--- src/rtl/csa_operand_collector.sv ---
// Operand collector feeding the 3-input carry-save adder: packs a WIDTH-bit
// operand stream into zero-padded triples held stable until the adder accepts them.
module csa_operand_collector #(
    parameter int WIDTH = 32,
    parameter int IDX_W = 8
) (
    input  logic             clk,
    input  logic             rst,
    input  logic [WIDTH-1:0] in_data,
    input  logic             in_valid,
    input  logic             in_last,
    output logic             in_ready,
    output logic [WIDTH-1:0] trip_a,
    output logic [WIDTH-1:0] trip_b,
    output logic [WIDTH-1:0] trip_c,
    output logic [1:0]       trip_cnt,
    output logic             trip_last,
    output logic [IDX_W-1:0] trip_idx,
    output logic             trip_valid,
    input  logic             trip_ready
);

    logic [1:0]       slot;
    logic [WIDTH-1:0] stg_a_p0;
    logic [WIDTH-1:0] stg_b_p0;
    logic             accept;
    logic             emit;
    logic             close;

    assign in_ready = !trip_valid | trip_ready;
    assign accept   = in_valid & in_ready;
    assign emit     = trip_valid & trip_ready;
    assign close    = in_last | (slot == 2'd2);

    // Stage p0: staging registers for the first two operands of a partial triple
    always_ff @(posedge clk) begin
        if (accept && slot == 2'd0) stg_a_p0 <= in_data;
        if (accept && slot == 2'd1) stg_b_p0 <= in_data;
    end

    // Fill-slot tracking; a partial triple is dropped by reset
    always_ff @(posedge clk or posedge rst) begin
        if (rst) begin
            slot <= 2'd0;
        end else if (accept) begin
            slot <= close ? 2'd0 : slot + 2'd1;
        end
    end

    // Stage p1: presented triple, written only when a triple closes
    always_ff @(posedge clk or posedge rst) begin
        if (rst) begin
            trip_a     <= '0;
            trip_b     <= '0;
            trip_c     <= '0;
            trip_cnt   <= 2'd0;
            trip_last  <= 1'b0;
            trip_idx   <= '0;
            trip_valid <= 1'b0;
        end else begin
            if (emit) begin
                trip_valid <= 1'b0;
                trip_idx   <= trip_last ? '0 : trip_idx + IDX_W'(1);
            end
            // A close on the same edge as an emit replaces the outgoing triple
            if (accept && close) begin
                trip_valid <= 1'b1;
                trip_a     <= (slot == 2'd0) ? in_data : stg_a_p0;
                trip_b     <= (slot == 2'd1) ? in_data : ((slot == 2'd2) ? stg_b_p0 : '0);
                trip_c     <= (slot == 2'd2) ? in_data : '0;
                trip_cnt   <= slot + 2'd1;
                trip_last  <= in_last;
            end
        end
    end

endmodule

--- config.mk ---
export PLATFORM = sky130hd
export DESIGN_NAME = csa_operand_collector
export DESIGN_NICKNAME = d
export VERILOG_FILES = /design/src/rtl/csa_operand_collector.sv
export SDC_FILE = /design/constraint.sdc
export NUM_CORES = 1
export LEC_CHECK = 0
export BUFFER_PORTS_ARGS = -buffer_cell sky130_fd_sc_hd__buf_2
export CORE_ASPECT_RATIO = 0.6
export CORE_UTILIZATION = 45
export DETAILED_ROUTE_END_ITERATION = 16
export PLACE_DENSITY = 0.67
export REMOVE_ABC_BUFFERS = 1
export SYNTH_ARGS = -nofsm -noshare
export SYNTH_HDL_FRONTEND = slang
export SYNTH_SLANG_ARGS = --single-unit
--- constraint.sdc ---
create_clock -name clk -period 3.5 [get_ports clk]
set_input_delay 0.525 -clock clk [delete_from_list [all_inputs] [get_ports clk]]
set_output_delay 0.525 -clock clk [all_outputs]
set_load 0.01 [all_outputs]
# == Word level (Yosys, flattened, before mapping) ==
# Index checks and enable logic that the tools add are counted.
# totals
ff_bits,174
inputBits,37
out_inout_bits,109
wordCells,32
# classes
add_sub_neg,2
eq_ne,2
mux,8
bitwise_logic,4
n_reduce_logical,6
# op_table
cell,n
$mux W32,4
$add A8 B1 Y8 const B,1
$mux W8,1
$logic_and A1 B1 Y1,3
$add A2 B1 Y2 const B,1
$and A1 B1 Y1,2
$eq A2 B1 Y1 const B,1
$eq A2 B2 Y1 const B,1
$logic_not A2 Y1,1
$mux W1,2
$mux W2,1
$or A1 B1 Y1,2
$reduce_bool A2 Y1,1
$logic_not A1 Y1,1

# == Logic depth before layout (Yosys ltp) ==
# Gate-level depths: netlist (run 1).
# logic_depth
ltp_word,5
ltp_mapped,9
ltp_nobuf,5

# == Least setup slack after synthesis (run 1) ==
# OpenSTA, ideal clock, no wires.
# synth_timing
path_kind,register -> register
from,register slot[0]
to,register stg_a_p0[0] (enable)
setup_ns,0.392
t_arrival_ns,1.987
required_time_ns,3.108
path_slack_ns,1.121
path_stages_with_launch,6
n_path_buf,2
synth_period_minus_slack_ns,2.379
cell_sequence,dfrtp_1 > inv_1 > ha_1 > buf_2 > clkbuf_1 > and3_1
# synth_between
elab_chain_len,2
# synth_lines
element,line_no,rtl
"start, declared",23,logic [1:0] slot;
"start signal, assigned",46,slot <= close ? 2'd0 : slot + 2'd1;
$logic_not A2 Y1,37,if (accept && slot == 2'd0) stg_a_p0 <= in_data;
$logic_and A1 B1 Y1,37,
"end signal, assigned",37,
"end, declared",24,logic [WIDTH-1:0] stg_a_p0;
# Every way passes these cells.
# A chain may end at the register's enable or synchronous reset.

# == Worst setup path after layout (run 1) ==
# layout_timing
from,register slot[0]
to,register trip_c[22]
# layout_between
elab_chain_len,3
word_cells_on_any_way,4
# layout_lines
element,line_no,rtl
$eq A2 B2 Y1 *,"33, 70",
$or A1 B1 Y1,33,assign close = in_last | (slot == 2'd2);
$logic_and A1 B1 Y1,66,if (accept && close) begin
"end signal, assigned",70,trip_c <= (slot == 2'd2) ? in_data : '0;
"end, declared",15,"output logic [WIDTH-1:0] trip_c,"
# Mark *: on every way between the ends. The rest lies on a longest branch, timed or not.

==> run summary, run 1 <==
STATUS
--------------------------------------------------------------------------------
Run status ........................................................ finished, final reports clean

TIMING
--------------------------------------------------------------------------------
Final worst path period share .....................................        0.662
FMAX ..............................................................      432 MHz
RSZ-0062 raised after global routing ..............................           no
Number of hold-slack violations in the final timing report ........            0
Period minus WS final .............................................      2.32 ns
Clock Skew ........................................................   0.00565 ns
Worst relative slew slack .........................................        0.444
Actual slew at the worst max-slew pin .............................     0.835 ns
Total negative setup slack ........................................         0 ns
Number of slew-limit violations in the final report ...............            0
Final setup fails .................................................            0
Setup ws final ....................................................      1.18 ns

LAYOUT
--------------------------------------------------------------------------------
Finished Layout Cells .............................................          838
Layout-stage area growth over the synthesis result ................        22.1%
Fraction of layout cells with a size suffix above 1 ...............        0.453
Number of fill cells in the layout ................................         1214
Number of inserted diodes .........................................            0
Total Nets Final ..................................................          668

GRT
--------------------------------------------------------------------------------
Overflow after GRT ................................................            0
Number of antenna violations at the first check in global routing .            0
Total routing usage reported by global routing ....................        0.198
Largest net degree at the start of global routing .................           65
First-pass GRT wire length ........................................      24.2 mm
Vias in the first global route ....................................         4372

POWER AND IR DROP
--------------------------------------------------------------------------------
Reported leakage power ............................................   0.00389 uW
Power density over the cells ......................................  843 nW/um^2
IR drop worst, VDD ................................................     0.387 mV

CLOCKING
--------------------------------------------------------------------------------
# Post-CTS Setup Buffers ..........................................            0
Clock sink count ..................................................          174
Clk slew on worst S/H paths .......................................      0.07 ns
Total clock buffers created by CTS ................................           17
CTS tree ..........................................................        built
PostCTS Resize Cnt ................................................            0
Root buffer selected by CTS ....................................... sky130_fd_sc_hd__clkbuf_16
Maximum level of the CTS H-tree ...................................            4
Insertion delay of the later-clocked pin in the worst-skew pair ...      0.42 ns
CTS hold repair buffers ...........................................            0
CTS max path bufs .................................................            2

SYNTHESIS
--------------------------------------------------------------------------------
Netlist Area Pre-Place ............................................    7030 um^2
Number of flops mapped to enable cells by yosys ...................           64
Post-synth ARST share .............................................        0.632
Adder and majority gate portion of the synthesized area ...........      0.00711
Gate Count Post-Synth .............................................          486
Avg Cell Area, Syn ................................................    14.5 um^2
Largest family of logic cells by synthesized area ................. multiplexers
Xor-xnor portion of the synthesized cell area .....................            0
Synthesized-area fraction occupied by ao, oa, aoi and oai cells ...       0.0779
Post-synth top flop ............................................... sky130_fd_sc_hd__dfrtp_1
Synth Area in Simple Gates ........................................       0.0594
Post-synthesis sequential area ratio ..............................        0.665
YS warnings .......................................................            0
Mux cell area share after synthesis ...............................        0.160
Number of flip-flops and latches in the synthesized netlist .......          174
Distinct cell type count of the synthesized netlist ...............           32

PLACED DESIGN
--------------------------------------------------------------------------------
Placed cell count .................................................          806
Half-perimeter wire length of the detailed placement result .......      10.1 mm
Placer congestion estimate ........................................        0.807
Count of buffers from port buffering ..............................          145
Dpl ws ............................................................      1.17 ns

FLOORPLANNING
--------------------------------------------------------------------------------
Die height ........................................................      98.8 um
Area inside the core boundary .....................................   14900 um^2
Starting density of the core ......................................        0.472
Die W .............................................................       163 um
Ports placed on the boundary ......................................          146
Cell Rows .........................................................           34
Die area ..........................................................   16200 um^2

CRITICAL PATH
--------------------------------------------------------------------------------
Capturing element type of the critical path .......................    flip-flop
Req. time, crit path ..............................................      3.85 ns
Worst Path Arrival ................................................      2.67 ns
Path type of the worst setup path ................................. flip-flop to flip-flop
Startpoint kind of the worst setup timing path ....................    flip-flop
End of the worst register-to-register path ........................   trip_c[22]
R2r setup slk .....................................................      1.18 ns
Worst reg2reg path startpoint .....................................      slot[0]
CP Max Fanout .....................................................           33
Number of cells on the worst reg-to-reg path ......................            6

ROUTE
--------------------------------------------------------------------------------
Remaining DRCs ....................................................            0
Initial DRT Pass Iterations .......................................            5
Number of nets still failing antenna checks after routing .........            0
Number of vias per cell ...........................................         5.34
Total via count after detailed routing ............................         4478
Routed len/inst ...................................................      18.4 um
Total wire length .................................................      15.4 mm
Number of DRC markers after the initial detailed-route iteration ..          344

HOLD PATH
--------------------------------------------------------------------------------
Hold crit path type ............................................... input port to async pin

FLOW RUN
--------------------------------------------------------------------------------
Maxcap violations .................................................            0

==> critical path, cell delays in order, from the launching register on <==
cell                      delay (ns)
sky130_fd_sc_hd__dfrtp_1        0.40
sky130_fd_sc_hd__inv_1          0.14
sky130_fd_sc_hd__ha_1           0.19
sky130_fd_sc_hd__buf_4          0.36
sky130_fd_sc_hd__and3_1         0.78
sky130_fd_sc_hd__buf_12         0.24
sky130_fd_sc_hd__a22o_1         0.14
==> synth_stat cells (3+ instances only) <==
| cell | instances | area (um^2) |
|---|---|---|
| sky130_fd_sc_hd__dfrtp_1 | 110 | 2750 |
| sky130_fd_sc_hd__mux2_2 | 99 | 1110 |
| sky130_fd_sc_hd__nand2_1 | 70 | 263 |
| sky130_fd_sc_hd__edfxtp_1 | 64 | 1920 |
| sky130_fd_sc_hd__o21ai_0 | 38 | 190 |
| sky130_fd_sc_hd__a22o_1 | 33 | 289 |
| sky130_fd_sc_hd__clkbuf_1 | 12 | 45.0 |
| sky130_fd_sc_hd__buf_6 | 9 | 101 |
| sky130_fd_sc_hd__buf_2 | 7 | 35.0 |
| sky130_fd_sc_hd__inv_1 | 6 | 22.5 |
| sky130_fd_sc_hd__and3_1 | 4 | 25.0 |
| sky130_fd_sc_hd__ha_1 | 4 | 50.1 |
| sky130_fd_sc_hd__nand4_1 | 4 | 25.0 |
| sky130_fd_sc_hd__nand2b_1 | 3 | 18.8 |
==> kinds of logic (layout without fill, tap and decap cells) <==
family / after synthesis / after routing
AOI/OAI and AO/OA: 79 / 79
adders and majority gates: 4 / 4
buffers and inverters: 37 / 191
DFF: 174 / 174
muxes: 100 / 100
and+or+nand+nor: 92 / 92
==> metal layers <==
| metal | track usage | share of wire |
|---|---|---|
| met1 | 0.307 | 0.49 |
| met2 | 0.281 | 0.43 |
| met3 | 0.0450 | 0.080 |
| met4 | 0.0453 | 0.0020 |
| met5 | 0 | 0 |
==> state kept, by name, indices dropped and copies added, names as in the netlist <==
signal,flops
trip_last,1
trip_cnt,2
stg_b_p0,32
trip_valid,1
stg_a_p0,32
trip_c,32
trip_a,32
slot,2
trip_idx,8
trip_b,32
==> how the worst max path moves through the flow <==
| stage | from | endpoint | slack, ns |
|---|---|---|---|
| 6_report | slot[0] | trip_c[22] | 1.18 |
| 4_1_cts | slot[0] | trip_c[30] | 1.15 |
| 3_3_place_gp | slot[0] | stg_a_p0[19] | 1.28 |
| 5_1_grt | slot[0] | trip_c[27] | 1.05 |
| 3_5_place_dp | slot[0] | trip_c[30] | 1.17 |
| 2_1_floorplan | rst | slot[0] | 0.07 |
==> through the flow <==
stage,total power (uW),hold WS (ns),instance area [um^2],utilization
floorplan,4210,0.544,6840,-
global placement,5060,0.482,7910,0.531
detailed placement,5130,0.486,7910,0.531
CTS,7300,0.164,8590,0.577
global route,7610,0.174,8590,0.577
finish,7240,0.148,8590,0.577
==> cells in the final DEF, fill, tap and decap left out, drive strengths merged, types with 2 or more instances in the layout <==
cell type	synthesis	final
bufinv	0	6
and3	4	4
o41ai	2	2
dfrtp	110	110
nand2b	3	3
inv	6	12
o21ai	38	38
nor2	2	2
nand3	2	2
nand2	70	70
buf	19	153
clkbuf	12	17
nand4	4	4
ha	4	4
clkinv	0	2
a22o	33	33
edfxtp	64	64
o311ai	2	2
mux2	99	99
==> cell type report <==
class	instances	area [um^2]	area share
inverter	6	25.0	0.00291
sequential	174	4670	0.544
clock buffer	17	425	0.0495
multi-input combinational	275	2150	0.250
clock inverter	15	256	0.0299
timing repair buffer	153	811	0.0944
tap	198	248	0.0288
==> power breakdown <==
group	switching, uW	leakage [uW]	internal [uW]
clock	814	0.000331	1360
sequential	341	0.00201	2730
combinational	1050	0.00155	953
total	2200	0.00389	5040
(Power assumes the default switching activity.)
==> run 2, diff against run 1 <==
--- a/config.mk
+++ b/config.mk
@@ -9,7 +9,7 @@
 export CORE_ASPECT_RATIO = 0.6
 export CORE_UTILIZATION = 45
 export DETAILED_ROUTE_END_ITERATION = 16
-export PLACE_DENSITY = 0.67
+export PLACE_DENSITY = 0.65
 export REMOVE_ABC_BUFFERS = 1
 export SYNTH_ARGS = -nofsm -noshare
 export SYNTH_HDL_FRONTEND = slang
==> constraint.sdc (replaced) <==
create_clock -name clk -period 2.4 [get_ports clk]
set_input_delay 0.36 -clock clk [delete_from_list [all_inputs] [get_ports clk]]
set_output_delay 0.36 -clock clk [all_outputs]
set_load 0.01 [all_outputs]
==> run summary, run 2 (synthesis results as in run 1) <==
POWER AND IR DROP
--------------------------------------------------------------------------------
Switching power ...................................................      3220 uW
Cell-internal power ...............................................      6860 uW
Comb pwr share ....................................................        0.296
Reported leakage power ............................................   0.00389 uW
Power share of the sequential group ...............................        0.440
IR drop worst, VDD ................................................     0.507 mV
Power density over the cells ...................................... 1180 nW/um^2
Overall power after layout ........................................     10100 uW
Switching part of the total .......................................        0.320
Power share of the clock group ....................................        0.264

CLOCKING
--------------------------------------------------------------------------------
# Post-CTS Setup Buffers ..........................................            0
CTS hold repair buffers ...........................................            1
Clk slew on worst S/H paths .......................................      0.07 ns
Maximum level of the CTS H-tree ...................................            4
Insertion delay of the later-clocked pin in the worst-skew pair ...      0.43 ns
CTS tree ..........................................................        built
CTS max path bufs .................................................            2
Root buffer selected by CTS ....................................... sky130_fd_sc_hd__clkbuf_16
Total clock buffers created by CTS ................................           17
Clock sink count ..................................................          174
PostCTS Resize Cnt ................................................            0

CRITICAL PATH
--------------------------------------------------------------------------------
Series of cell instances along the critical path .................. inv_1 -> ha_2 -> buf_4 -> and3_1 -> buf_4 -> a22o_1
Largest stage delay, worst path ...................................      0.39 ns
Worst Path Arrival ................................................      2.36 ns
CP Max Fanout .....................................................           33
Worst Path Buf+Inv ................................................            3
Capturing element type of the critical path .......................    flip-flop
Most frequent CP cell ............................................. sky130_fd_sc_hd__buf_4
Cell with the biggest individual delay on the critical path ....... sky130_fd_sc_hd__dfrtp_1
Startpoint kind of the worst setup timing path ....................    flip-flop
Path type of the worst setup path ................................. flip-flop to flip-flop
Req. time, crit path ..............................................      2.76 ns
Crit path max-delay family ........................................ buffers and inverters

ROUTE
--------------------------------------------------------------------------------
Total wire length .................................................      15.4 mm
Routed len/inst ...................................................      18.2 um
Initial DRT Pass Iterations .......................................            5
Number of DRC markers after the initial detailed-route iteration ..          316
Number of vias per cell ...........................................         5.39
Remaining DRCs ....................................................            0
Total via count after detailed routing ............................         4561
Number of nets still failing antenna checks after routing .........            0

FLOORPLANNING
--------------------------------------------------------------------------------
Starting density of the core ......................................        0.472
Ports placed on the boundary ......................................          146
Die W .............................................................       163 um
Die area ..........................................................   16200 um^2
Die height ........................................................      98.8 um
Cell Rows .........................................................           34
Area inside the core boundary .....................................   14900 um^2

GRT
--------------------------------------------------------------------------------
Overflow after GRT ................................................            0
Vias in the first global route ....................................         4586
Total routing usage reported by global routing ....................        0.204
First-pass GRT wire length ........................................      25.0 mm
Number of antenna violations at the first check in global routing .            0
Largest net degree at the start of global routing .................           52

STATUS
--------------------------------------------------------------------------------
Run status ........................................................ finished, final reports clean

LAYOUT
--------------------------------------------------------------------------------
Most common cell after layout, fill and taps aside ................ sky130_fd_sc_hd__buf_2
Leading cell types in the layout, fill and taps excluded .......... sky130_fd_sc_hd__buf_2, sky130_fd_sc_hd__dfrtp_1, sky130_fd_sc_hd__mux2_2, sky130_fd_sc_hd__nand2_1, sky130_fd_sc_hd__edfxtp_1
Layout-stage area growth over the synthesis result ................        21.8%
Total Nets Final ..................................................          676
Fraction of layout cells with a size suffix above 1 ...............        0.458
Number of inserted diodes .........................................            0

TIMING
--------------------------------------------------------------------------------
Number of slew-limit violations in the final report ...............            0
FMAX ..............................................................      499 MHz
RSZ-0062 raised after global routing ..............................           no
Final setup fails .................................................            0
Worst relative slew slack .........................................        0.688
Setup ws final ....................................................     0.397 ns
Number of hold-slack violations in the final timing report ........            0
Actual slew at the worst max-slew pin .............................     0.468 ns
Period minus WS final .............................................      2.00 ns
Clock Skew ........................................................    0.0104 ns
Final worst path period share .....................................        0.835

PLACED DESIGN
--------------------------------------------------------------------------------
Placer congestion estimate ........................................        0.823
Dpl ws ............................................................     0.379 ns
Half-perimeter wire length of the detailed placement result .......      10.1 mm
Count of buffers from port buffering ..............................          145

FLOW RUN
--------------------------------------------------------------------------------
Maxcap violations .................................................            0

HOLD PATH
--------------------------------------------------------------------------------
Hold crit path type ............................................... input port to flip-flop

run 2: path summary, 6_finish.rpt:
path                       cells past startpoint           to  slack [ns]   startpoint
max                                            6   trip_c[16]        0.40      slot[0]
min                                            2    trip_last        0.17      in_last
max reg2reg                                    6   trip_c[16]        0.40      slot[0]
min reg2reg                                    1  trip_cnt[1]        0.50  trip_cnt[1]
max in group asynchronous                      4    trip_c[2]        1.21          rst
min in group asynchronous                      3    trip_a[8]        0.51          rst
run 2: final cells by class:
class	instances	area, um^2
Fill cell	1221	6320
Clock buffer	18	429
Timing Repair Buffer	161	911
Multi-Input combinational cell	275	2150
Inverter	6	25.0
Clock inverter	14	131
Tap cell	198	248
Sequential cell	174	4670
run 2: power groups by stage:
stage	Clock [uW]	Sequential, uW	Combinational (uW)
5_1_grt	2830	4540	3280
4_1_cts	2710	4440	3040
3_3_place_gp	0	4450	2970
3_5_place_dp	0	4480	3030
2_1_floorplan	0	4730	1410
6_report	2660	4430	2980
run 2: per-layer routing:
layer,vias to the layer above,part of all wire,track usage
li1,2074,-,-
met1,2316,0.48,0.295
met2,152,0.44,0.299
met3,19,0.073,0.0513
met4,0,0.011,0.0654
met5,-,0,0
run 2: stage by stage:
| step | utilization | cells | hold slack, ns | TNS, ns | area, um^2 |
|---|---|---|---|---|---|
| finish | 0.576 | 846 | 0.167 | 0 | 8570 |
| CTS | 0.576 | 846 | 0.152 | 0 | 8570 |
| detailed placement | 0.537 | 813 | 0.411 | 0 | 8000 |
| floorplan | - | 455 | 0.459 | -150.98 | 6840 |
| global placement | 0.537 | 813 | 0.409 | 0 | 8000 |
| global route | 0.576 | 846 | 0.164 | 0 | 8570 |
